==> config.mk <==
export PLATFORM = sky130hd
export DESIGN_NAME = sr_latch_ctrl
export DESIGN_NICKNAME = d
export VERILOG_FILES = /design/src/rtl/sr_ctrl_pkg.sv /design/src/rtl/rr_arbiter.sv /design/src/rtl/sr_latch_ctrl.sv
export SDC_FILE = /design/constraint.sdc
export NUM_CORES = 1
export LEC_CHECK = 0
export CAP_MARGIN = 20
export CELL_PAD_IN_SITES_DETAIL_PLACEMENT = 2
export CELL_PAD_IN_SITES_GLOBAL_PLACEMENT = 2
export CORE_MARGIN = 8
export CORE_UTILIZATION = 20
export DETAILED_ROUTE_END_ITERATION = 8
export PLACE_DENSITY = 0.89
export SKIP_LAST_GASP = 1
export SLEW_MARGIN = 20
export SYNTH_ARGS = -nofsm -noshare
export SYNTH_HDL_FRONTEND = slang
export SYNTH_HIERARCHICAL = 1
export SYNTH_SLANG_ARGS = --single-unit
==> constraint.sdc <==
create_clock -name clk -period 2.2 [get_ports clk]
set_input_delay 0.55 -clock clk [delete_from_list [all_inputs] [get_ports clk]]
set_output_delay 0.55 -clock clk [all_outputs]
set_load 0.005 [all_outputs]
==> src/rtl/sr_ctrl_pkg.sv <==
// Shared types for the SR latch bank sequencing controller.
package sr_ctrl_pkg;

    typedef enum logic [2:0] {
        IDLE,
        SETUP,
        PULSE,
        HOLD,
        DONE
    } state_t;

    localparam logic OP_RESET = 1'b0;
    localparam logic OP_SET   = 1'b1;

endpackage

==> src/rtl/rr_arbiter.sv <==
// Combinational round-robin pick: the search starts at ptr+1 and wraps modulo N_REQ.
module rr_arbiter #(
    parameter int N_REQ = 4
) (
    input  logic [N_REQ-1:0]         req,
    input  logic [$clog2(N_REQ)-1:0] ptr,
    output logic                     gnt_valid,
    output logic [$clog2(N_REQ)-1:0] gnt_id
);

    localparam int GW = $clog2(N_REQ);

    // Walk from the farthest offset down so the nearest requester after ptr wins.
    always_comb begin
        gnt_valid = 1'b0;
        gnt_id    = '0;
        for (int off = N_REQ; off >= 1; off--) begin
            if (req[(int'(ptr) + off) % N_REQ]) begin
                gnt_valid = 1'b1;
                gnt_id    = GW'((int'(ptr) + off) % N_REQ);
            end
        end
    end

endmodule

==> src/rtl/sr_latch_ctrl.sv <==
// Arbitrates set/reset requests and sequences setup/enable-pulse/hold on a gated SR latch bank.
module sr_latch_ctrl
    import sr_ctrl_pkg::*;
#(
    parameter int N_REQ     = 4,
    parameter int N_LATCH   = 8,
    parameter int IDXW      = 3,
    parameter int PULSE_CYC = 2
) (
    input  logic                     clk,
    input  logic                     rst,
    input  logic [N_REQ-1:0]         req,
    input  logic [N_REQ-1:0]         op,
    input  logic [N_REQ*IDXW-1:0]    idx,
    output logic [N_REQ-1:0]         ack,
    output logic                     err,
    output logic                     busy,
    output logic [$clog2(N_REQ)-1:0] grant_id,
    output logic [N_LATCH-1:0]       latch_R,
    output logic [N_LATCH-1:0]       latch_S,
    output logic [N_LATCH-1:0]       latch_en
);

    localparam int GW = $clog2(N_REQ);
    localparam int CW = (PULSE_CYC > 1) ? $clog2(PULSE_CYC) : 1;

    state_t          state;
    logic [GW-1:0]   ptr;
    logic [CW-1:0]   cnt;
    logic            op_q;
    logic [IDXW-1:0] idx_q;
    logic            gnt_valid;
    logic [GW-1:0]   gnt_id;

    rr_arbiter #(.N_REQ(N_REQ)) u_arb (
        .req       (req),
        .ptr       (ptr),
        .gnt_valid (gnt_valid),
        .gnt_id    (gnt_id)
    );

    always_ff @(posedge clk or posedge rst) begin
        if (rst) begin
            state    <= IDLE;
            ptr      <= GW'(N_REQ - 1);
            cnt      <= '0;
            grant_id <= '0;
            op_q     <= OP_RESET;
            idx_q    <= '0;
        end else begin
            case (state)
                IDLE: if (gnt_valid) begin
                    grant_id <= gnt_id;
                    op_q     <= op[gnt_id];
                    idx_q    <= idx[gnt_id*IDXW +: IDXW];
                    state    <= SETUP;
                end
                SETUP: begin
                    cnt   <= CW'(PULSE_CYC - 1);
                    state <= PULSE;
                end
                PULSE: begin
                    if (cnt == '0) state <= HOLD;
                    else           cnt   <= cnt - 1'b1;
                end
                HOLD: state <= DONE;
                DONE: begin
                    ptr   <= grant_id;
                    state <= IDLE;
                end
                default: state <= IDLE;
            endcase
        end
    end

    // Outputs decode only from state and capture registers, so reset drops them at once.
    logic active;
    assign active = (state == SETUP) || (state == PULSE) || (state == HOLD);
    assign busy   = (state != IDLE);
    assign err    = (state == DONE) && (32'(idx_q) >= N_LATCH);

    always_comb begin
        latch_R  = '0;
        latch_S  = '0;
        latch_en = '0;
        for (int i = 0; i < N_LATCH; i++) begin
            if (active && idx_q == IDXW'(i)) begin
                latch_S[i]  = (op_q == OP_SET);
                latch_R[i]  = (op_q == OP_RESET);
                latch_en[i] = (state == PULSE);
            end
        end
    end

    always_comb begin
        ack = '0;
        for (int k = 0; k < N_REQ; k++)
            ack[k] = (state == DONE) && (grant_id == GW'(k));
    end

endmodule

Word-level counts from Yosys, hierarchy flattened
Index checks and enable logic that the tools add are counted.
W data, S select, Z words.
{ "totals": {"word_cells": 115, "input_bits": 22, "ff_bits": 12, "out_inout_bits": 32} }
{ "classes": {"mux": 51, "order_cmp": 5, "n_shift": 1, "mul": 1, "n_addsub": 5, "n_bitwise": 5, "eq_ne": 16, "reduce_logical": 25} }
{ "ops": {"columns": ["cell", "count"], "rows": [
  ["$mux W1", 38],
  ["$lt A3 B4 Y1 const B", 4],
  ["$eq A3 B3 Y1 const B", 5],
  ["$eq A3 B2 Y1 const B", 4],
  ["$logic_and A1 B1 Y1", 12],
  ["$pmux W3 S4", 1],
  ["$shiftx A12 B5 Y3", 1],
  ["$bmux W1 S2", 5],
  ["$mux W2", 4],
  ["$reduce_or A2 Y1", 4],
  ["$eq A3 B1 Y1 const B", 2],
  ["$logic_not A3 Y1", 2],
  ["$mux W3", 2],
  ["$add A2 B1 Y2 const B", 2],
  ["$add A2 B2 Y2 const B", 2],
  ["$and A1 B1 Y1 const A", 4],
  ["$eq A2 B2 Y1 const B", 2],
  ["$mul A2 B2 Y4 const B", 1],
  ["$ne A2 B2 Y1 const B", 2],
  ["$reduce_and A2 Y1", 2],
  ["$lt A2 B3 Y1 const B", 1],
  ["$reduce_bool A3 Y1", 1],
  ["$eq A2 B1 Y1 const B", 1],
  ["$logic_not A2 Y1", 1],
  ["other kinds (5)", 6]
]} }

Longest topological paths before layout
Gate-level depths: netlist of run 1.
{ "depth": {"depth_word": 12, "mapped_depth": 5, "depth_no_buf": 5} }

Hierarchy
The synthesis of run 1 kept the hierarchy.
{ "by_module_without_submodules": {"columns": ["mod", "area_each_um2", "seq_area_each_um2", "cells_per_inst", "n_inst"], "rows": [
  ["sr_latch_ctrl", 828.3, 302.8, 91, 1],
  ["rr_arbiter", 91.3, 0.0, 14, 1]
]} }

Least setup slack after synthesis of run 1
OpenSTA, ideal clock, no wires.
{ "synth_path": {"path_kind": "input -> register", "from": "input port req[2]", "to": "register idx_q[0]", "arrival_ns": 1.899, "setup_ns": 0.125, "path_slack_ns": 0.176, "stages": 5, "required_time_ns": 2.075, "path_buffers": 0, "cell_sequence": "and2b_1 a21oi_2 o221ai_2 mux4_2 mux2_4"} }
{ "synth_between": {"elab_chain_cells": 9, "word_cells_on_any_way": 23, "cone_classes": "mul (1); shift (1); mux (20); reduce/logical (1)"} }
{ "synth_lines": {"columns": ["item", "line", "text"], "rows": [
  ["start, declared", "sr_latch_ctrl.sv:12", "input logic [N_REQ-1:0] req,"],
  ["$bmux W1 S2", "rr_arbiter.sv:18", "if (req[(int'(ptr) + off) % N_REQ]) begin"],
  ["$mux W1 (implied by the code) (2 in a row)", "rr_arbiter.sv:18", null],
  ["$mux W2 (3 in a row)", "rr_arbiter.sv:18", null],
  ["$mux W2 *", "rr_arbiter.sv:18", null],
  ["via gnt_id[0]", "sr_latch_ctrl.sv:33", "logic [GW-1:0] gnt_id;"],
  ["$mul A2 B2 Y4 *", "sr_latch_ctrl.sv:55", "idx_q <= idx[gnt_id*IDXW +: IDXW];"],
  ["$shiftx A12 B5 Y3 *", "sr_latch_ctrl.sv:55", null],
  ["end signal, assigned", "sr_latch_ctrl.sv:55", null],
  ["end, declared", "sr_latch_ctrl.sv:31", "logic [IDXW-1:0] idx_q;"]
]} }
The timed path passes the listed nets; every way through them passes the cells marked *. The select of a mux whose other input is x is not followed.
A chain may end at the register's enable or synchronous reset.

Worst setup path in the final report of run 1
{ "layout_path": {"from": "register idx_q[1]", "to": "output port latch_en[2]"} }
{ "layout_between": {"elab_chain_cells": 3} }
{ "layout_lines": {"columns": ["item", "line", "text"], "rows": [
  ["$eq A3 B2 Y1", "sr_latch_ctrl.sv:87", "if (active && idx_q == IDXW'(i)) begin"],
  ["$logic_and A1 B1 Y1", "sr_latch_ctrl.sv:87", null],
  ["$mux W1", "sr_latch_ctrl.sv:87", null],
  ["end, declared", "sr_latch_ctrl.sv:21", "output logic [N_LATCH-1:0] latch_en"]
]} }
No other way between the ends.

==> results of run 1 <==
==> registers in the layout (all words and copies together), names as in the netlist <==
signal and count:
op_q 1, state 3, idx_q 3, grant_id 2, ptr 2, cnt 1
==> layout by cell type, fill, tap and decap left out, types with 2 or more instances in the layout <==
cell type	n
dlygate4sd2_1	11
buf_4	17
nor3b_1	2
nand4_1	2
dfrtp_2	6
o21ai_0	2
dfrtp_1	4
nand3_2	4
dlymetal6s2s_1	5
clkbuf_8	3
nand2_1	2
nor2b_2	2
mux2_2	3
nand2b_1	3
and3_1	2
a21oi_1	3
nor2_1	26
clkdlybuf4s50_1	36
mux4_2	4
dfstp_2	2
nand3_1	2
mux2_4	4
nor2_2	5
inv_1	3
==> per-stage QoR <==
step           std cells  power, mW  cell area, um^2  hold WS, ns
2_1_floorplan        105       1.15              920        0.413
3_3_place_gp         209       1.52             1510        0.468
3_5_place_dp         209       1.61             1510        0.518
4_1_cts              220       2.00             1660        0.521
5_1_grt              223       2.22             1710        0.525
6_report             223       2.07             1710        0.517
==> critical path, delay by kind of cell, from the launching register on <==
family | cells | cell delay (ns)
buf+inv | 1 | 0.53
simple gates | 3 | 0.50
flops | 1 | 0.43
==> per-layer routing <==
layer  share of wire (%)  vias up
met5                   0        -
met2                  58       41
met1                  34      507
met4                 1.3        0
li1                    -      488
met3                 6.7        6
==> how the worst min path moves through the flow <==
stage | from | endpoint | slack, ns
after floorplan | rst | cnt | 0.41
after global placement | cnt | state[0] | 0.47
after detailed placement | cnt | state[0] | 0.52
after CTS | cnt | state[0] | 0.52
after global routing | cnt | state[0] | 0.52
final | cnt | state[0] | 0.52
==> power by group through the flow <==
stage	Clock, mW	Combinational, mW	Sequential [mW]
floorplan	0	0.713	0.433
global placement	0	1.00	0.516
detailed placement	0	1.07	0.536
CTS	0.209	1.23	0.565
global route	0.227	1.40	0.595
finish	0.204	1.29	0.574
==> final cells by class <==
class	count	area (um^2)
clock buffers	4	45.0
fillers	489	2670
inverters	4	15.0
multi-input cells	82	632
flip-flops and latches	12	310
well taps	52	65.1
repair buffers	69	647
==> cells by family (layout without fill, tap and decap cells) <==
group / Yosys count / count (layout) / synth area share (%)
flops: 12 / 12 / 32.9
other cells: 1 / 1 / 0.408
simple gates: 58 / 58 / 29.7
buf+inv: 11 / 77 / 6.80
compound gates: 9 / 9 / 6.94
xor+xnor: 1 / 1 / 0.953
mux: 13 / 13 / 22.3
==> repair_timing <==
action,CTS,global route
buffers inserted,7,4
endpoints found under the setup margin,32,21
pin swaps,8,6
hold buffers,0,0
hold endpoints to repair,0,0
gates resized for setup,32,10
==> flow_summary.json, run 1 <==
{
  "layout-drive-gt1-share_pct": 34.5,
  "grt_pass1_vias": 1239,
  "vdd_drop_max_uv": 408,
  "grt_max_degree": 13,
  "cts-buffers-inserted": 3,
  "yosys_warnings": 6,
  "die_h_um": 83.8,
  "busiest_layer": "met2",
  "htreeDepth": 1,
  "worstPathMaxFanout": 6,
  "die_w_um": 83.8,
  "use_met1_pct": 10.7,
  "worstSetupStartpoint": "idx_q[1]",
  "yosys-top-cells-area": "dfrtp_1 27%, nor2_1 13%, mux4_2 9.8%",
  "initialDrtViolationCount": 27,
  "powerDensity_nw_per_um2": 1210,
  "synth_common_cells": "31 x nor2_1, 10 x dfrtp_1, 6 x nand3_1",
  "pwr-share-seq_pct": 27.7,
  "syn_area_per_cell_um2": 8.76,
  "yosys_register_bits": 12,
  "synth_top_area_cell": "dfrtp_1",
  "r2r-start": "ptr[1]",
  "syn_inst": 105,
  "power.internal_mw": 1.21,
  "rsz0062_at_grt": "true",
  "pin_count": 54,
  "hold_path_depth": 1,
  "cp.arrival_ns": 1.69,
  "drc": 0,
  "clkPwrFrac_pct": 9.9,
  "reg2reg_slack_ns": 0.10,
  "hold_viol": 0,
  "p_sw_share_pct": 41.3,
  "dpl_worst_slack_ns": -0.435,
  "synth_fp_nets": 127,
  "synth_most_common_cell": "nor2_1",
  "num-nets-final": 194,
  "routed_wl_um": 4210,
  "num_rows": 24,
  "synthArstFlopShare_pct": 100,
  "ys_seq_area_share_pct": 32.9,
  "p_sw_mw": 0.853,
  "start_util_pct": 21.0,
  "tns_ns": -0.103,
  "cts_root_buffer": "clkbuf_8",
  "final_util_pct": 39.1,
  "endpoint_kind": "output port",
  "io_buffers": 52,
  "synth_ff_type": "dfrtp_1",
  "cp_slowest_stage_delay_ns": 0.53,
  "maxSlewViolCount": 0,
  "slowest_stage": "clkdlybuf4s50_1",
  "ys_types": 34,
  "synth_edf_count": 0,
  "worstSetupPathType": "reg2out",
  "first_pass_iters": 4,
  "syn_area_um2": 920,
  "critical_path.cell_chain": "nor2b_2 -> nand3_1 -> nor2_1 -> clkdlybuf4s50_1",
  "clock_skew_ns": 0.00280,
  "core_um2": 4380,
  "cts_sinks": 12,
  "combPwrFrac_pct": 62.4,
  "endpoint": "latch_en[2]",
  "min_period_ns": 2.24,
  "synth_top_area_share_pct": 27.2,
  "fmax_mhz": 446,
  "place_congestion": 0.709,
  "crit_path_start_kind": "flip-flop",
  "maxCapViolCount": 0,
  "violations": "negative setup slack",
  "required_ns": 1.65,
  "wire_per_inst_um": 18.9,
  "dieArea_um2": 7020,
  "use_met2_pct": 22.5,
  "setup_viol": 4,
  "hold_class": "reg2reg",
  "clock_path_buffers": 2,
  "vias_per_cell": 4.67,
  "min_period_over_period_pct": 102,
  "layout_setup_ws_ns": -0.0424,
  "status": "complete, but fails checks",
  "grtUsageTotal_pct": 11.3,
  "leakagePower_nw": 0.801,
  "place_hpwl_um": 3260,
  "antenna_found_initial": 0,
  "clk_pin_slew_ns": 0.05,
  "grtUsageMet3_pct": 3.71,
  "antenna_left": 0,
  "syn_to_final_growth_pct": 86.4,
  "overflow": 0,
  "insertedDiodeCount": 0,
  "num_vias": 1042,
  "r2r_cells": 5,
  "tritoncts": "done",
  "rr_endpoint": "idx_q[0]",
  "clk_latency_ns": 0.23,
  "grt_pass1_wl_um": 6600
}
Note: power is estimated with default switching activity, not from simulation.
==> run 2, diff against run 1 <==
--- a/config.mk
+++ b/config.mk
@@ -9,12 +9,11 @@
 export CELL_PAD_IN_SITES_DETAIL_PLACEMENT = 2
 export CELL_PAD_IN_SITES_GLOBAL_PLACEMENT = 2
 export CORE_MARGIN = 8
-export CORE_UTILIZATION = 20
+export CORE_UTILIZATION = 21
 export DETAILED_ROUTE_END_ITERATION = 8
 export PLACE_DENSITY = 0.89
 export SKIP_LAST_GASP = 1
 export SLEW_MARGIN = 20
 export SYNTH_ARGS = -nofsm -noshare
 export SYNTH_HDL_FRONTEND = slang
-export SYNTH_HIERARCHICAL = 1
 export SYNTH_SLANG_ARGS = --single-unit
==> run 2 against run 1 <==
Effect of this change: the flow still finishes with violations (negative setup slack); sequential power shrank 8.2%; sequential share of layout area shrank 1.7 points; cell area grew 8.8%; power grew 5.0%; die area grew 6.6%.
==> flow_summary.json, run 2 <==
{
  "synth_common_cells": "28 x nor2_1, 16 x nand2_1, 10 x dfrtp_1, 8 x nor3_1, 8 x o21ai_0",
  "maxCapViolCount": 0,
  "endpoint_kind": "output port",
  "htreeDepth": 1,
  "layout_setup_ws_ns": -0.00343,
  "worstSetupPathType": "reg2out",
  "place_congestion": 0.748,
  "synth_edf_count": 0,
  "largestRegisters": "idx_q (3), state (3)",
  "clock_path_buffers": 2,
  "die_h_um": 86.5,
  "overflow": 0,
  "setup_viol": 1,
  "yosys_warnings": 0,
  "antenna_left": 0,
  "clk_latency_ns": 0.25,
  "cts_sinks": 12,
  "core_um2": 4750,
  "pin_count": 54,
  "synth_ff_type": "dfrtp_1",
  "synth_fp_nets": 152,
  "synth_fa_ha_area_share_pct": 0,
  "clock_skew_ns": 0.00104,
  "syn_inst": 130,
  "min_period_over_period_pct": 100,
  "start_util_pct": 22.0,
  "worstPathMaxFanout": 4,
  "final_util_pct": 39.2,
  "rsz0062_at_grt": "true",
  "clk_pin_slew_ns": 0.05,
  "required_ns": 1.65,
  "first_pass_iters": 4,
  "place_hpwl_um": 3670,
  "hold_class": "reg2reg",
  "cp_top_family": "buffers and inverters",
  "drc": 0,
  "dieArea_um2": 7490,
  "fmax_mhz": 454,
  "synthArstFlopShare_pct": 100,
  "syn_to_final_growth_pct": 78.6,
  "synth_mux_area_share_pct": 4.91,
  "cp_slowest_stage_delay_ns": 0.51,
  "ys_types": 39,
  "initialDrtViolationCount": 28,
  "synth_xor_area_share_pct": 0.838,
  "cts_root_buffer": "clkbuf_8",
  "num_rows": 25,
  "maxSlewViolCount": 0,
  "synth_top_area_cell": "dfrtp_1",
  "final_common_cell": "nor2_1",
  "io_buffers": 52,
  "syn_area_per_cell_um2": 8.04,
  "tns_ns": -0.00343,
  "vdd_drop_max_uv": 371,
  "cts-buffers-inserted": 3,
  "antenna_found_initial": 0,
  "tritoncts": "done",
  "num_vias": 1231,
  "syn_area_um2": 1040,
  "yosys-top-cells-area": "dfrtp_1 24%, nor2_1 10%, nand2_1 5.7%",
  "crit_path_frequent_cell": "nor2_1",
  "leakagePower_nw": 0.915,
  "yosys_register_bits": 12,
  "layout-drive-gt1-share_pct": 32.7,
  "busiest_layer": "met2",
  "routed_wl_um": 4510,
  "wire_per_inst_um": 16.6,
  "die_w_um": 86.5,
  "synth-simple-area-share_pct": 39.5,
  "path_buf_inv": 2,
  "num-nets-final": 228,
  "grtUsageTotal_pct": 12.0,
  "status": "complete, but fails checks",
  "use_met2_pct": 23.3,
  "slowest_stage": "clkdlybuf4s50_1",
  "synth_top_area_share_pct": 24.0,
  "grt_max_degree": 14,
  "hold_buffers": 0,
  "grt_pass1_vias": 1394,
  "synth_top_family_by_area": "simple AND/OR/NAND/NOR gates",
  "hold_viol": 0,
  "crit_path_start_kind": "flip-flop",
  "violations": "negative setup slack",
  "grt_pass1_wl_um": 7100,
  "critical_path.cell_chain": "buf_4 -> nor2_1 -> nand2_2 -> nor2_1 -> clkdlybuf4s50_1",
  "powerDensity_nw_per_um2": 1160,
  "final_cell_mix": "27 x nor2_1, 25 x buf_4, 24 x clkdlybuf4s50_1, 16 x dlygate4sd2_1, 15 x nand2_1",
  "min_period_ns": 2.20,
  "ys_seq_area_share_pct": 29.0,
  "insertedDiodeCount": 0,
  "synth_most_common_cell": "nor2_1",
  "vias_per_cell": 4.53,
  "use_met1_pct": 12.1,
  "synth_compound_area_share_pct": 20.0,
  "grtUsageMet3_pct": 2.08,
  "cp.arrival_ns": 1.65
}
run 2: cell count changes in the layout (fill, tap and decap cells not counted), sizes merged, moves of 5 or more:
| cell | previous run | this run |
|---|---|---|
| clkdlybuf4s50 | 36 | 24 |
| nand2 | 4 | 16 |
| nor3 | 1 | 11 |
| buf | 17 | 26 |
| clkbuf | 4 | 11 |
| mux2 | 8 | 1 |
| o21ai | 2 | 8 |
| dlygate4sd2 | 11 | 16 |
| nand3 | 6 | 1 |
run 2: final cells by class:
cell class	instances	area [um^2]
timing repair buffer	78	686
inverter	2	7.51
tap	67	83.8
clock buffer	4	45.0
fill	561	2890
sequential	12	305
multi-input combinational	109	738
run 2: stage by stage:
stage | hold slack, ns | total power, mW | setup WS [ns] | cells | instance area (um^2)
floorplan | 0.413 | 1.21 | 0.471 | 130 | 1040
global placement | 0.493 | 1.78 | -0.124 | 261 | 1760
detailed placement | 0.501 | 1.86 | -0.283 | 261 | 1760
CTS | 0.510 | 2.12 | -0.0971 | 268 | 1820
global route | 0.537 | 2.35 | -0.113 | 272 | 1870
finish | 0.506 | 2.17 | -0.00343 | 272 | 1870
run 2: report_power, final:
part,total [mW],switching [mW],internal [mW]
Sequential,0.527,0.176,0.351
Combinational,1.43,0.683,0.743
Clock,0.219,0.0906,0.128
Total,2.17,0.949,1.22
run 2: path summary, 6_finish.rpt:
path | start | end | slack [ns] | depth (start not counted)
worst max-delay path | state[0] | latch_en[3] | -0.003 | 5
worst min-delay path | cnt | state[0] | 0.51 | 1
worst max register to register | state[1] | op_q | 0.29 | 6
worst min register to register | cnt | state[0] | 0.51 | 1
max in group asynchronous | rst | state[1] | 1.21 | 2
min in group asynchronous | rst | state[2] | 0.63 | 2
run 2: layer usage:
metal  vias up  wire length (um)  part of all wire (%)
met3         5               157                   3.5
li1        606                 -                     -
met5         -                 0                     0
met1       590              1740                    39
met4         0                68                   1.5
met2        30              2540                    56
run 2: logic make-up (layout without fill, tap and decap cells):
family          Yosys count  count (layout)
simple gates             76              76
compound gates           26              26
flops                    12              12
buf+inv                   9              84
mux                       5               5
other cells               1               1
xor+xnor                  1               1
run 2: worst reg2reg max path, stage by stage, from the launching register on:
cell	delay [ns]
dfrtp_2	0.45
buf_4	0.18
or3_4	0.37
nand2b_4	0.17
nor3_2	0.33
o21ai_1	0.19
o311ai_2	0.12
run 2: timing repair:
action                                  in CTS  in global routing
endpoints found under the setup margin      27                 22
pin swaps                                    2                  5
setup buffers                                3                  4
gates cloned                                 0                  0
gates resized for setup                     31                 29
==> run 3, diff against run 2 <==
--- a/config.mk
+++ b/config.mk
@@ -5,15 +5,17 @@
 export SDC_FILE = /design/constraint.sdc
 export NUM_CORES = 1
 export LEC_CHECK = 0
+export ABC_AREA = 1
 export CAP_MARGIN = 20
 export CELL_PAD_IN_SITES_DETAIL_PLACEMENT = 2
 export CELL_PAD_IN_SITES_GLOBAL_PLACEMENT = 2
 export CORE_MARGIN = 8
-export CORE_UTILIZATION = 21
+export CORE_UTILIZATION = 19
 export DETAILED_ROUTE_END_ITERATION = 8
-export PLACE_DENSITY = 0.89
+export PLACE_DENSITY = 0.88
 export SKIP_LAST_GASP = 1
 export SLEW_MARGIN = 20
 export SYNTH_ARGS = -nofsm -noshare
 export SYNTH_HDL_FRONTEND = slang
+export SYNTH_HIERARCHICAL = 1
 export SYNTH_SLANG_ARGS = --single-unit
==> run 3 against run 2 <==
Effect of this change: the run still ends with negative setup slack left; cell area grew 5.3%; cell count increased by 26%; clock power grew 15%; largest power group unchanged.
==> flow_summary.json, run 3 <==
{
  "status": "complete, but fails checks",
  "violations": "negative setup slack",
  "reg2reg_slack_ns": 0.21,
  "dp.cells": 331,
  "r2r-start": "ptr[0]",
  "clock_path_buffers": 2,
  "required_ns": 1.65,
  "leakagePower_nw": 1.19,
  "dieArea_um2": 8810,
  "worst_pin_slew_ns": 0.508,
  "syn_inst": 202,
  "grt_max_degree": 13,
  "setup_viol": 1,
  "layout_setup_ws_ns": -0.0423,
  "endpoint_kind": "output port",
  "p_total_mw": 2.96,
  "synthArstFlopShare_pct": 100,
  "worstPathMaxFanout": 4,
  "min_period_over_period_pct": 102,
  "clock_skew_ns": 0.000596,
  "tritoncts": "done",
  "pin_count": 54,
  "num_rows": 28,
  "synth_top_area_cell": "nand2_1",
  "synth-simple-area-share_pct": 52.3,
  "min_period_ns": 2.24,
  "final_cell_mix": "67 x nand2_1, 31 x inv_1, 31 x nor2_1, 25 x clkdlybuf4s50_1, 20 x dlygate4sd2_1",
  "antenna_found_initial": 0,
  "cts_root_buffer": "clkbuf_8",
  "synth_xor_area_share_pct": 0,
  "num_vias": 1452,
  "yosys_register_bits": 12,
  "syn_area_per_cell_um2": 5.70,
  "first_pass_iters": 3,
  "synth_ff_type": "dfrtp_1",
  "final_common_cell": "nand2_1",
  "finalNonFillerCells": 342,
  "place_hpwl_um": 4080,
  "insertedDiodeCount": 0,
  "routed_wl_um": 5320,
  "cts_sinks": 12,
  "min-delay-start": "cnt",
  "rr_endpoint": "idx_q[1]",
  "hold_class": "reg2reg",
  "overflow": 0,
  "synth_most_common_cell": "nand2_1",
  "largestRegisters": "idx_q (3), state (3)",
  "synth_compound_area_share_pct": 5.21,
  "ys_seq_area_share_pct": 26.3,
  "synth_top_family_by_area": "simple AND/OR/NAND/NOR gates",
  "clk_pin_slew_ns": 0.06,
  "maxCapViolCount": 0,
  "place_congestion": 0.872,
  "initialDrtViolationCount": 15,
  "worstSetupPathType": "reg2out",
  "maxSlewViolCount": 0,
  "tns_ns": -0.0423,
  "start_util_pct": 19.6,
  "synth_fa_ha_area_share_pct": 0,
  "fmax_mhz": 446,
  "syn_area_um2": 1150,
  "grt_pass1_vias": 1692,
  "hold_path_depth": 2,
  "wire_per_inst_um": 15.6,
  "synth_fp_nets": 224,
  "synth_mux_area_share_pct": 0,
  "antenna_left": 0,
  "synth_top_area_share_pct": 23.8,
  "clk_latency_ns": 0.24,
  "io_buffers": 52,
  "die_w_um": 93.9,
  "crit_path_start_kind": "flip-flop",
  "syn_to_final_growth_pct": 70.5,
  "powerDensity_nw_per_um2": 1510,
  "cp.arrival_ns": 1.69,
  "vdd_drop_max_uv": 403,
  "num-nets-final": 290,
  "r2r_cells": 14,
  "yosys-top-cells-area": "nand2_1 24%, dfrtp_1 22%, nor2_1 10%",
  "max-slew-margin-rel_pct": 66.1,
  "layout-drive-gt1-share_pct": 22.5,
  "hold_viol": 0,
  "worstHoldEndpoint": "cnt",
  "hold_buffers": 0,
  "synth_edf_count": 0,
  "core_um2": 5890,
  "grtUsageTotal_pct": 12.2,
  "htreeDepth": 1,
  "cts-buffers-inserted": 3,
  "ys_types": 24,
  "grt_pass1_wl_um": 8600,
  "die_h_um": 93.9,
  "synth_common_cells": "73 x nand2_1, 32 x nor2_1, 31 x inv_1, 13 x nand3_1",
  "yosys_warnings": 6,
  "vias_per_cell": 4.25,
  "rsz0062_at_grt": "true",
  "drc": 0
}
## run 3: cell families after synthesis
family,after synthesis
compound gates,9
buf+inv,42
flops,12
other cells,1
simple gates,138
## run 3: layout make-up
class / instances / area [um^2]
fillers: 724 / 3920
multi-input cells: 149 / 744
repair buffers: 65 / 614
flip-flops and latches: 12 / 308
inverters: 37 / 149
well taps: 75 / 93.8
clock buffers: 4 / 55.1
## run 3: what timing repair did
item                       4_1_cts  5_1_grt
pin swaps                        3        3
buffers inserted                 5        1
setup endpoints to repair       28       14
gates cloned                     1        0
resized for setup               37       15
## run 3: per-stage QoR
| step | worst slack (ns) | hold WS [ns] | instance area (um^2) | util (%) |
|---|---|---|---|---|
| 2_1_floorplan | 0.484 | 0.413 | 1150 | - |
| 3_3_place_gp | -0.00789 | 0.462 | 1780 | 30.3 |
| 3_5_place_dp | -0.159 | 0.475 | 1780 | 30.3 |
| 4_1_cts | -0.106 | 0.490 | 1910 | 32.4 |
| 5_1_grt | -0.150 | 0.528 | 1960 | 33.4 |
| 6_report | -0.0423 | 0.484 | 1960 | 33.4 |
## run 3: worst max-delay path by stage
stage             start           to  slack, ns
2_1_floorplan    ptr[0]     idx_q[0]       0.48
3_3_place_gp     req[1]     idx_q[0]     -0.008
3_5_place_dp     req[1]     idx_q[0]      -0.16
4_1_cts        state[2]   latch_S[2]      -0.11
5_1_grt        state[2]  latch_en[1]      -0.15
6_report       state[2]  latch_en[1]      -0.04
## run 3: report_power, final
part,switching (mW),internal (mW)
sequential,0.233,0.359
clock,0.0921,0.159
combinational,1.24,0.877
## run 3: per-layer routing
| metal | wire length, um | up-vias | global-route usage [%] |
|---|---|---|---|
| li1 | - | 726 | - |
| met1 | 2130 | 701 | 12.9 |
| met2 | 3070 | 21 | 24.6 |
| met3 | 98 | 4 | 1.84 |
| met4 | 21 | 0 | 1.59 |
| met5 | 0 | - | 0 |
## run 3: critical path, stage by stage, from the launching register on
cell and delay, ns:
dfrtp_2 0.45, inv_4 0.08, o21ai_4 0.08, nor2_4 0.14, nand2_2 0.09, nor2_1 0.09, clkdlybuf4s50_1 0.51
